File: config.mk
export PLATFORM = sky130hd
export DESIGN_NAME = abs_diff_accum
export DESIGN_NICKNAME = d
export VERILOG_FILES = /design/src/rtl/abs_diff_accum.sv
export SDC_FILE = /design/constraint.sdc
export NUM_CORES = 1
export LEC_CHECK = 0
export BUFFER_PORTS_ARGS = -buffer_cell sky130_fd_sc_hd__buf_2
export CORE_MARGIN = 4
export CORE_UTILIZATION = 52
export DETAILED_ROUTE_END_ITERATION = 10
export PLACE_DENSITY = 0.76
export SETUP_SLACK_MARGIN = 0.4
export SKIP_CTS_REPAIR_TIMING = 1
export SYNTH_ARGS = -nofsm -noshare
export SYNTH_HDL_FRONTEND = slang
export SYNTH_SLANG_ARGS = --single-unit
File: constraint.sdc
create_clock -name clk -period 2.4 [get_ports clk]
set_input_delay 0 -clock clk [delete_from_list [all_inputs] [get_ports clk]]
set_output_delay 0 -clock clk [all_outputs]
set_load 0.005 [all_outputs]
File: src/rtl/abs_diff_accum.sv
// Block SAD accumulator: sums N unsigned 9-bit differences with saturation,
// tracks the block maximum and holds each result on a valid/ready output.
module abs_diff_accum #(
    parameter int N     = 8,
    parameter int SUM_W = 16
) (
    input  logic             clk,
    input  logic             rst,
    input  logic             in_valid,
    output logic             in_ready,
    input  logic [8:0]       diff,
    input  logic             flush,
    output logic             out_valid,
    input  logic             out_ready,
    output logic [SUM_W-1:0] sum,
    output logic [8:0]       max_diff,
    output logic             sat
);
    localparam int CNT_W = $clog2(N);
    localparam logic [CNT_W-1:0] LAST = CNT_W'(N - 1);

    // Handshake: a sample moves on an edge where in_valid && in_ready; a
    // result moves on an edge where out_valid && out_ready. in_ready is a
    // pure decode of the state register, never of out_ready.
    typedef enum logic {
        ACC  = 1'b0,
        HOLD = 1'b1
    } state_t;

    state_t state_q, state_d;

    logic [SUM_W-1:0] acc_q, acc_d;
    logic [8:0]       mx_q, mx_d;
    logic             ovf_q, ovf_d;
    logic [CNT_W-1:0] cnt_q;
    logic [SUM_W:0]   add_ext;
    logic             accept;
    logic             last;

    assign accept = in_valid && in_ready;
    assign last   = (cnt_q == LAST);

    // FSM: state register
    always_ff @(posedge clk or posedge rst) begin
        if (rst) state_q <= ACC;
        else     state_q <= state_d;
    end

    // FSM: next state; flush discards the Nth sample too, so no HOLD entry
    always_comb begin
        state_d = state_q;
        case (state_q)
            ACC:     if (accept && last && !flush) state_d = HOLD;
            HOLD:    if (out_ready)                state_d = ACC;
            default: state_d = ACC;
        endcase
    end

    // FSM: outputs
    always_comb begin
        in_ready  = (state_q == ACC);
        out_valid = (state_q == HOLD);
    end

    // Next-sample arithmetic; once ovf is set the sum stays pinned at all ones
    always_comb begin
        add_ext = {1'b0, acc_q} + {{(SUM_W - 8){1'b0}}, diff};
        ovf_d   = ovf_q | add_ext[SUM_W];
        acc_d   = ovf_d ? '1 : add_ext[SUM_W-1:0];
        mx_d    = (diff > mx_q) ? diff : mx_q;
    end

    always_ff @(posedge clk or posedge rst) begin
        if (rst) begin
            acc_q    <= '0;
            mx_q     <= '0;
            ovf_q    <= 1'b0;
            cnt_q    <= '0;
            sum      <= '0;
            max_diff <= '0;
            sat      <= 1'b0;
        end else if (state_q == ACC) begin
            if (flush) begin
                acc_q <= '0;
                mx_q  <= '0;
                ovf_q <= 1'b0;
                cnt_q <= '0;
            end else if (accept) begin
                if (last) begin
                    sum      <= acc_d;
                    max_diff <= mx_d;
                    sat      <= ovf_d;
                    acc_q    <= '0;
                    mx_q     <= '0;
                    ovf_q    <= 1'b0;
                    cnt_q    <= '0;
                end else begin
                    acc_q <= acc_d;
                    mx_q  <= mx_d;
                    ovf_q <= ovf_d;
                    cnt_q <= cnt_q + CNT_W'(1);
                end
            end
        end
    end

endmodule

* Word level (Yosys, flattened, before mapping)
Cells that the tools add are included.
Operators by class: $add $sub $neg 2, $lt $le $gt $ge 1, equal/unequal tests 1, mux-type cells 17, bitwise logic cells 3, reduce and logical (&&, ||, !) cells 7
Operator list (number):
- 16-bit 2-to-1 mux | 4
- 9-bit 2-to-1 mux | 4
- 16-bit by 9-bit adder with 17-bit output | 1
- 9-bit greater-than comparator | 1
- 3-bit 2-to-1 mux | 3
- 1-bit 2-to-1 mux | 5
- 4-bit AND reduction | 1
- 3-bit by 1-bit adder with 3-bit output, second input constant | 1
- 3-bit equality test, second input constant | 1
- 1-bit logical AND | 3
- 1-bit inverter | 2
- 1-bit case mux with 2 select lines | 1
- 2-bit AND reduction | 1
- 2-bit nonzero test | 1
- 1-bit zero test | 1
- 1-bit OR | 1
Storage, ports and cells: flip-flop bits (word level) 56, output and inout port bits 28, word-level logic and storage cells 39

* Depth between registers and ports, before layout
Gate-level depths: netlist of the first run.
depth in word-level cells 6, mapped depth 9

* Least setup slack after synthesis of the first run
OpenSTA, ideal clock, no wires.
path kind reg-to-reg, start point reg acc_q[0], end point reg acc_q[10], library setup time 0.121 ns, arrival time 2.162 ns, slack 0.117 ns, stages on the path, launching flop included 9, clock period less this slack 2.283 ns, path through dfrtp_1 > ha_1 > fa_1 > a21o_1 > a221oi_2 > o21ai_2 > a21o_4 > nand2b_1 > a22o_1
Between the ends: longest elaborated chain between the ends 6
Ends and longest elaborated chain:
- start: declaration | RTL line 32 | logic [SUM_W-1:0] acc_q, acc_d;
- start signal: assignment | RTL line 75 | acc_q <= '0;
- start signal: assignment | RTL line 84 | acc_q <= '0;
- start signal: assignment | RTL line 93 | acc_q <= '0;
- 16-bit by 9-bit adder with 17-bit output (*) | RTL line 67 | add_ext = {1'b0, acc_q} + {{(SUM_W - 8){1'b0}}, diff};
- 1-bit OR | RTL line 68 | ovf_d = ovf_q | add_ext[SUM_W];
- 16-bit 2-to-1 mux (*) | RTL line 69 | acc_d = ovf_d ? '1 : add_ext[SUM_W-1:0];
- 16-bit 2-to-1 mux (*) | RTL line 89 | if (last) begin
- 16-bit 2-to-1 mux (*) | RTL line 88 | end else if (accept) begin
- 16-bit 2-to-1 mux (*) | RTL line 83 | if (flush) begin
Every way passes the cells marked *; elsewhere a longest branch is shown, timed or not. The select of a mux whose other input is x is not followed. A chain may end at the register's enable or synchronous reset.

* Worst setup path after layout of the first run
Ends and elaborated chain as after synthesis.

==> results.yml, run 1 <==
yosys:
  ys_ff_latch: 56
  synth_nets: 360
  ys_warn_count: 0
  synthDistinctLibCells: 52
  yosysSeqAreaShare: 0.455
  synth_edf_count: 0
  avgSynthCellArea_um2: 9.48
  syn_area_mm2: 0.00308
  synth_flop_cell: "dfrtp_1"
  synth_cells: 325
  synthArstFlopShare: 1.00
critical_path:
  worstSetupStartpointType: "register"
  crit_required_ns: 2.61
  setup.worst_path.end_class: "register"
  path_cells: "ha_4, fa_2, a21o_1, a221oi_2, o21ai_2, a21o_4, nand2b_4, a22o_1"
  cpPeakStageDelay_ns: 0.42
  cp_max_fo: 7
  cp.arrival_ns: 2.46
  worst-path-buf-inv: 0
  crit_type: "register to register"
  slowest_stage: "dfrtp_1"
  crit_family: "compound AO/OA/AOI/OAI gates"
finish:
  layout_common_cells: "dfrtp_1, nand2_1, buf_2"
  layout_commonest_cell: "dfrtp_1"
  antennaDiodeCount: 0
  register_area_mm2: 0.00140
  syn2layout_area_growth_pct: 25.5
  multi_input_area_mm2: 0.00176
  final_area_mm2: 0.00387
  drive_gt1_frac: 0.289
  nNetsFinal: 428
  fillCellCount: 442
global_route:
  grt_pass1_wl_um: 11100
  first_global_vias: 2359
  grt_max_degree: 22
  grt_remaining_overflow: 0
  track_usage: 0.185
  antenna_found_initial: 0
clocking:
  cts_tree: "built"
  clkSlewWorstSetupHoldPaths_ns: 0.11
  clk_latency_ns: 0.31
  cts_root_buf: "clkbuf_8"
  cts.path.max_buffers: 2
  cts.sinks: 56
  cts_htree_levels: 2
  numCtsBuffers: 5
sta:
  setup_tns_ns: 0
  slew_violations: 0
  fmaxAchievable_mhz: 445
  worstMarginPinSlew_ns: 0.862
  post-route-period-util: 0.937
  skew_ns: 0.0105
  rsz0062_at_grt: "true"
  slew_headroom: 0.421
  setup_viol: 0
  min_period_ns: 2.25
  hold_viol_final: 0
placement:
  postPlaceCellArea_mm2: 0.00343
  place.gp.congestion: 0.802
  dp_hpwl_um: 4790
  io_buffers: 41
route:
  wire_per_inst_um: 15.1
  drc_errors: 0
  drt_iter0_drc: 106
  viasPerCell: 5.59
  vias: 2605
  firstDrtPassIters: 4
  routed_wirelength_um: 7050
  ant_nets: 0
power_and_ir_drop:
  powerDensity_mw_per_mm2: 559
  power_uw: 2160
  p_leak_uw: 0.00188
  ir_worst_vdd_mv: 0.384
die:
  die_area_mm2: 0.00722
  die_w_um: 85.0
  core_mm2: 0.00564
  dieHeight_um: 85.0
  initial_core_util: 0.546
  rows: 27
  io_pins: 42
outcome:
  status: "finished, final reports clean"
hold_path:
  hp-class: "input port to register"
job:
  cap_violations: 0
==> per-stage QoR <==
step | setup slack (ns) | instances | util | hold slack (ns)
floorplan | 0.163 | 325 | - | 0.0964
global placement | 0.0962 | 436 | 0.607 | 0.0240
detailed placement | 0.0363 | 436 | 0.607 | 0.0212
CTS | 0.0372 | 444 | 0.625 | -0.313
global route | 0.0727 | 466 | 0.685 | 0.00841
finish | 0.150 | 466 | 0.685 | 0.0168
==> logic make-up after synthesis <==
logic type               share of synthesized area
adder cells (fa/ha/maj)                     0.0877
XOR/XNOR                                    0.0284
AO/OA/AOI/OAI                                0.213
buffers and inverters                       0.0365
AND/OR/NAND/NOR                              0.147
multiplexers                                0.0325
flip-flops                                   0.455
==> per-layer routing <==
layer,wire (µm),global-route usage,part of all wire
met1,3210,0.254,0.46
met4,57,0.0374,0.0081
met2,3420,0.304,0.48
met5,0,0,0
met3,366,0.0379,0.052
==> report_power, final <==
part | switching, µW | internal, µW | leakage, µW
Sequential | 34.0 | 987 | 0.000770
Clock | 317 | 242 | 0.0000522
Combinational | 308 | 272 | 0.00106
==> cell usage after synthesis, drive strengths merged, types with 2 or more instances <==
master	number	area, µm²
o211ai	2	15.0
a21oi	16	80.1
and4	2	17.5
o21a	3	22.5
ha	20	250
xor2	4	35.0
buf	2	18.8
a22o	9	78.8
a21o	13	105
a31oi	3	33.8
nand3	5	25.0
nor2b	3	18.8
clkbuf	10	37.5
inv	15	56.3
o21ai	38	194
nand2	46	173
and3	3	23.8
xnor2	6	52.6
o22ai	2	12.5
nor3	6	35.0
mux2i	10	100
dfrtp	56	1400
nor2	30	115
o21bai	2	15.0
==> final cells by class <==
type / instances / area share
Multi-Input combinational cell: 243 / 0.456
Sequential cell: 56 / 0.362
Timing Repair Buffer: 72 / 0.118
Tap cell: 72 / 0.0233
Clock buffer: 6 / 0.0214
Inverter: 15 / 0.0146
Clock inverter: 2 / 0.00453
==> sequential cells by signal, indices dropped and copies added (netlist names) <==
signal / flops
sum: 16
sat: 1
ovf_q: 1
cnt_q: 3
max_diff: 9
acc_q: 16
out_valid: 1
mx_q: 9
==> final timing paths <==
check / from / endpoint / slack, ns / depth (start not counted)
max in group asynchronous: rst / mx_q[7]$_DFFE_PP0P_ / 1.57 / 4
hold / removal: diff[4] / mx_q[4]$_DFFE_PP0P_ / 0.02 / 2
min in group asynchronous: rst / max_diff[6]$_DFFE_PP0P_ / 0.22 / 3
hold reg to reg: sum[1]$_DFFE_PP0P_ / sum[1]$_DFFE_PP0P_ / 0.48 / 2
setup reg to reg: acc_q[0]$_DFFE_PP0P_ / acc_q[10]$_DFFE_PP0P_ / 0.15 / 8
setup / recovery: acc_q[0]$_DFFE_PP0P_ / acc_q[10]$_DFFE_PP0P_ / 0.15 / 8
Note: power is estimated with default switching activity, not from simulation.
==> inputs of run 2 (changes only) <==
--- a/config.mk
+++ b/config.mk
@@ -6,10 +6,12 @@
 export NUM_CORES = 1
 export LEC_CHECK = 0
 export BUFFER_PORTS_ARGS = -buffer_cell sky130_fd_sc_hd__buf_2
+export CELL_PAD_IN_SITES_DETAIL_PLACEMENT = 0
+export CELL_PAD_IN_SITES_GLOBAL_PLACEMENT = 1
 export CORE_MARGIN = 4
-export CORE_UTILIZATION = 52
+export CORE_UTILIZATION = 40
 export DETAILED_ROUTE_END_ITERATION = 10
-export PLACE_DENSITY = 0.76
+export PLACE_DENSITY_LB_ADDON = 0.1
 export SETUP_SLACK_MARGIN = 0.4
 export SKIP_CTS_REPAIR_TIMING = 1
 export SYNTH_ARGS = -nofsm -noshare
==> run 2 against run 1 <==
  * Combinational power decreased by 3%
  * Clock skew decreased by 0.00095 ns
  * First-iteration DRC count decreased by 34%
  * Hold slack got worse by 0.034 ns
  * Cell count increased by 4.5%
  * Global-route usage decreased by 2.3 points
  * Die area increased by 27%
  * Clock power decreased by 2%
  * Largest power group unchanged
  * Sequential cell count unchanged
  * Wire length increased by 2.4%
  * Sequential share of layout area increased by 0.11 points
  * Cell area decreased by 0.29%
  * The run now ends with hold timing left
==> results.yml, run 2 (synthesized netlist as in run 1, its figures left out) <==
sta:
  hold_viol_final: 2
  worstMarginPinSlew_ns: 0.662
  setup_tns_ns: 0
  slew_headroom: 0.556
  hold-worst-slack_ns: -0.0171
  slew_violations: 0
  rsz0062_at_grt: "true"
  post-route-period-util: 0.947
  setup_viol: 0
  fmaxAchievable_mhz: 440
  skew_ns: 0.00958
  min_period_ns: 2.27
global_route:
  grt_pass1_wl_um: 11500
  first_global_vias: 2358
  grt_max_degree: 31
  track_usage: 0.162
  antenna_found_initial: 0
  grt_remaining_overflow: 0
die:
  core_mm2: 0.00737
  die_w_um: 95.8
  io_pins: 42
  initial_core_util: 0.418
  die_area_mm2: 0.00917
  dieHeight_um: 95.8
  rows: 31
route:
  vias: 2557
  drc_errors: 0
  viasPerCell: 5.25
  firstDrtPassIters: 4
  ant_nets: 0
  routed_wirelength_um: 7220
  drt_iter0_drc: 70
  wire_per_inst_um: 14.8
finish:
  final_core_util: 0.523
  layout_commonest_cell: "dfrtp_1"
  reg_top3: "acc_q: 16 flops, sum: 16 flops"
  syn2layout_area_growth_pct: 25.1
  antennaDiodeCount: 0
  layout_common_cells: "dfrtp_1, nand2_1, buf_2"
  nNetsFinal: 422
  drive_gt1_frac: 0.273
critical_path:
  worstReg2RegEnd: "acc_q[10]$_DFFE_PP0P_"
  startpoint: "acc_q[0]$_DFFE_PP0P_"
  setup.worst_path.end_class: "register"
  rr_worst_depth: 8
  reg2reg_from: "acc_q[0]$_DFFE_PP0P_"
  worstSetupStartpointType: "register"
  cp_max_fo: 7
  r2r_slack_ns: 0.13
  cp.arrival_ns: 2.48
  crit_type: "register to register"
  crit_required_ns: 2.61
  worstSetupEndpoint: "acc_q[10]$_DFFE_PP0P_"
hold_path:
  worstHoldPathCells: 3
  hp-class: "input port to register"
clocking:
  cts_htree_levels: 2
  clk_latency_ns: 0.31
  cts_root_buf: "clkbuf_8"
  clkSlewWorstSetupHoldPaths_ns: 0.10
  cts.sinks: 56
  cts.path.max_buffers: 2
  cts_tree: "built"
  numCtsBuffers: 5
placement:
  dp_hpwl_um: 5130
  place.gp.congestion: 0.835
  io_buffers: 41
power_and_ir_drop:
  p_leak_uw: 0.00186
  ir_worst_vdd_mv: 0.231
  powerDensity_mw_per_mm2: 552
outcome:
  violations: "hold timing"
  status: "finished with violations"
job:
  cap_violations: 0
## run 2: cell types whose count changed in the layout (fill, tap and decap cells not counted), sizes merged
cell         delta
clkinv          +2
inv             -2
buf             -8
dlygate4sd3     +2
## run 2: layout make-up
class / count / area (µm²)
flip-flops and latches: 56 / 1400
clock buffers: 6 / 82.6
inverters: 15 / 56.3
clock inverters: 2 / 10.0
well taps: 99 / 124
repair buffers: 66 / 424
multi-input cells: 243 / 1760
fillers: 726 / 3510
## run 2: routing by layer
| metal | track usage | routed length (µm) | vias up |
|---|---|---|---|
| met5 | 0 | 0 | - |
| met4 | 0.0521 | 67 | 0 |
| met3 | 0.0266 | 210 | 7 |
| met2 | 0.270 | 3450 | 36 |
| met1 | 0.216 | 3490 | 1245 |
| li1 | - | - | 1269 |
## run 2: critical path: stages (launching register included)
cell	delay, ns
dfrtp_1	0.42
ha_4	0.18
fa_2	0.33
a21o_1	0.20
a221oi_2	0.30
o21ai_2	0.11
a21o_4	0.27
nand2b_4	0.15
a22o_1	0.22
## run 2: power by group
| part | internal (µW) | switching (µW) |
|---|---|---|
| Combinational | 259 | 304 |
| Sequential | 987 | 32.7 |
| Clock | 232 | 315 |
| Total | 1480 | 651 |
## run 2: worst min-delay path by stage
stage / startpoint / endpoint
2_1_floorplan: out_ready / out_valid$_DFF_PP0_
3_3_place_gp: rst / sum[0]$_DFFE_PP0P_
3_5_place_dp: rst / sum[0]$_DFFE_PP0P_
4_1_cts: rst / max_diff[6]$_DFFE_PP0P_
5_1_grt: diff[8] / mx_q[8]$_DFFE_PP0P_
6_report: diff[8] / mx_q[8]$_DFFE_PP0P_
## run 2: per-stage QoR
step	hold WS [ns]	setup WS (ns)	cell area, µm²	std cells	total power, µW
after global routing	0.00189	0.0651	3850	487	2260
after detailed placement	0.137	0.0229	3440	460	1520
after global placement	0.126	0.0675	3440	460	1510
after floorplan	0.0964	0.163	3110	325	1390
after CTS	-0.217	0.0162	3530	468	2080
final	-0.0171	0.126	3850	487	2130
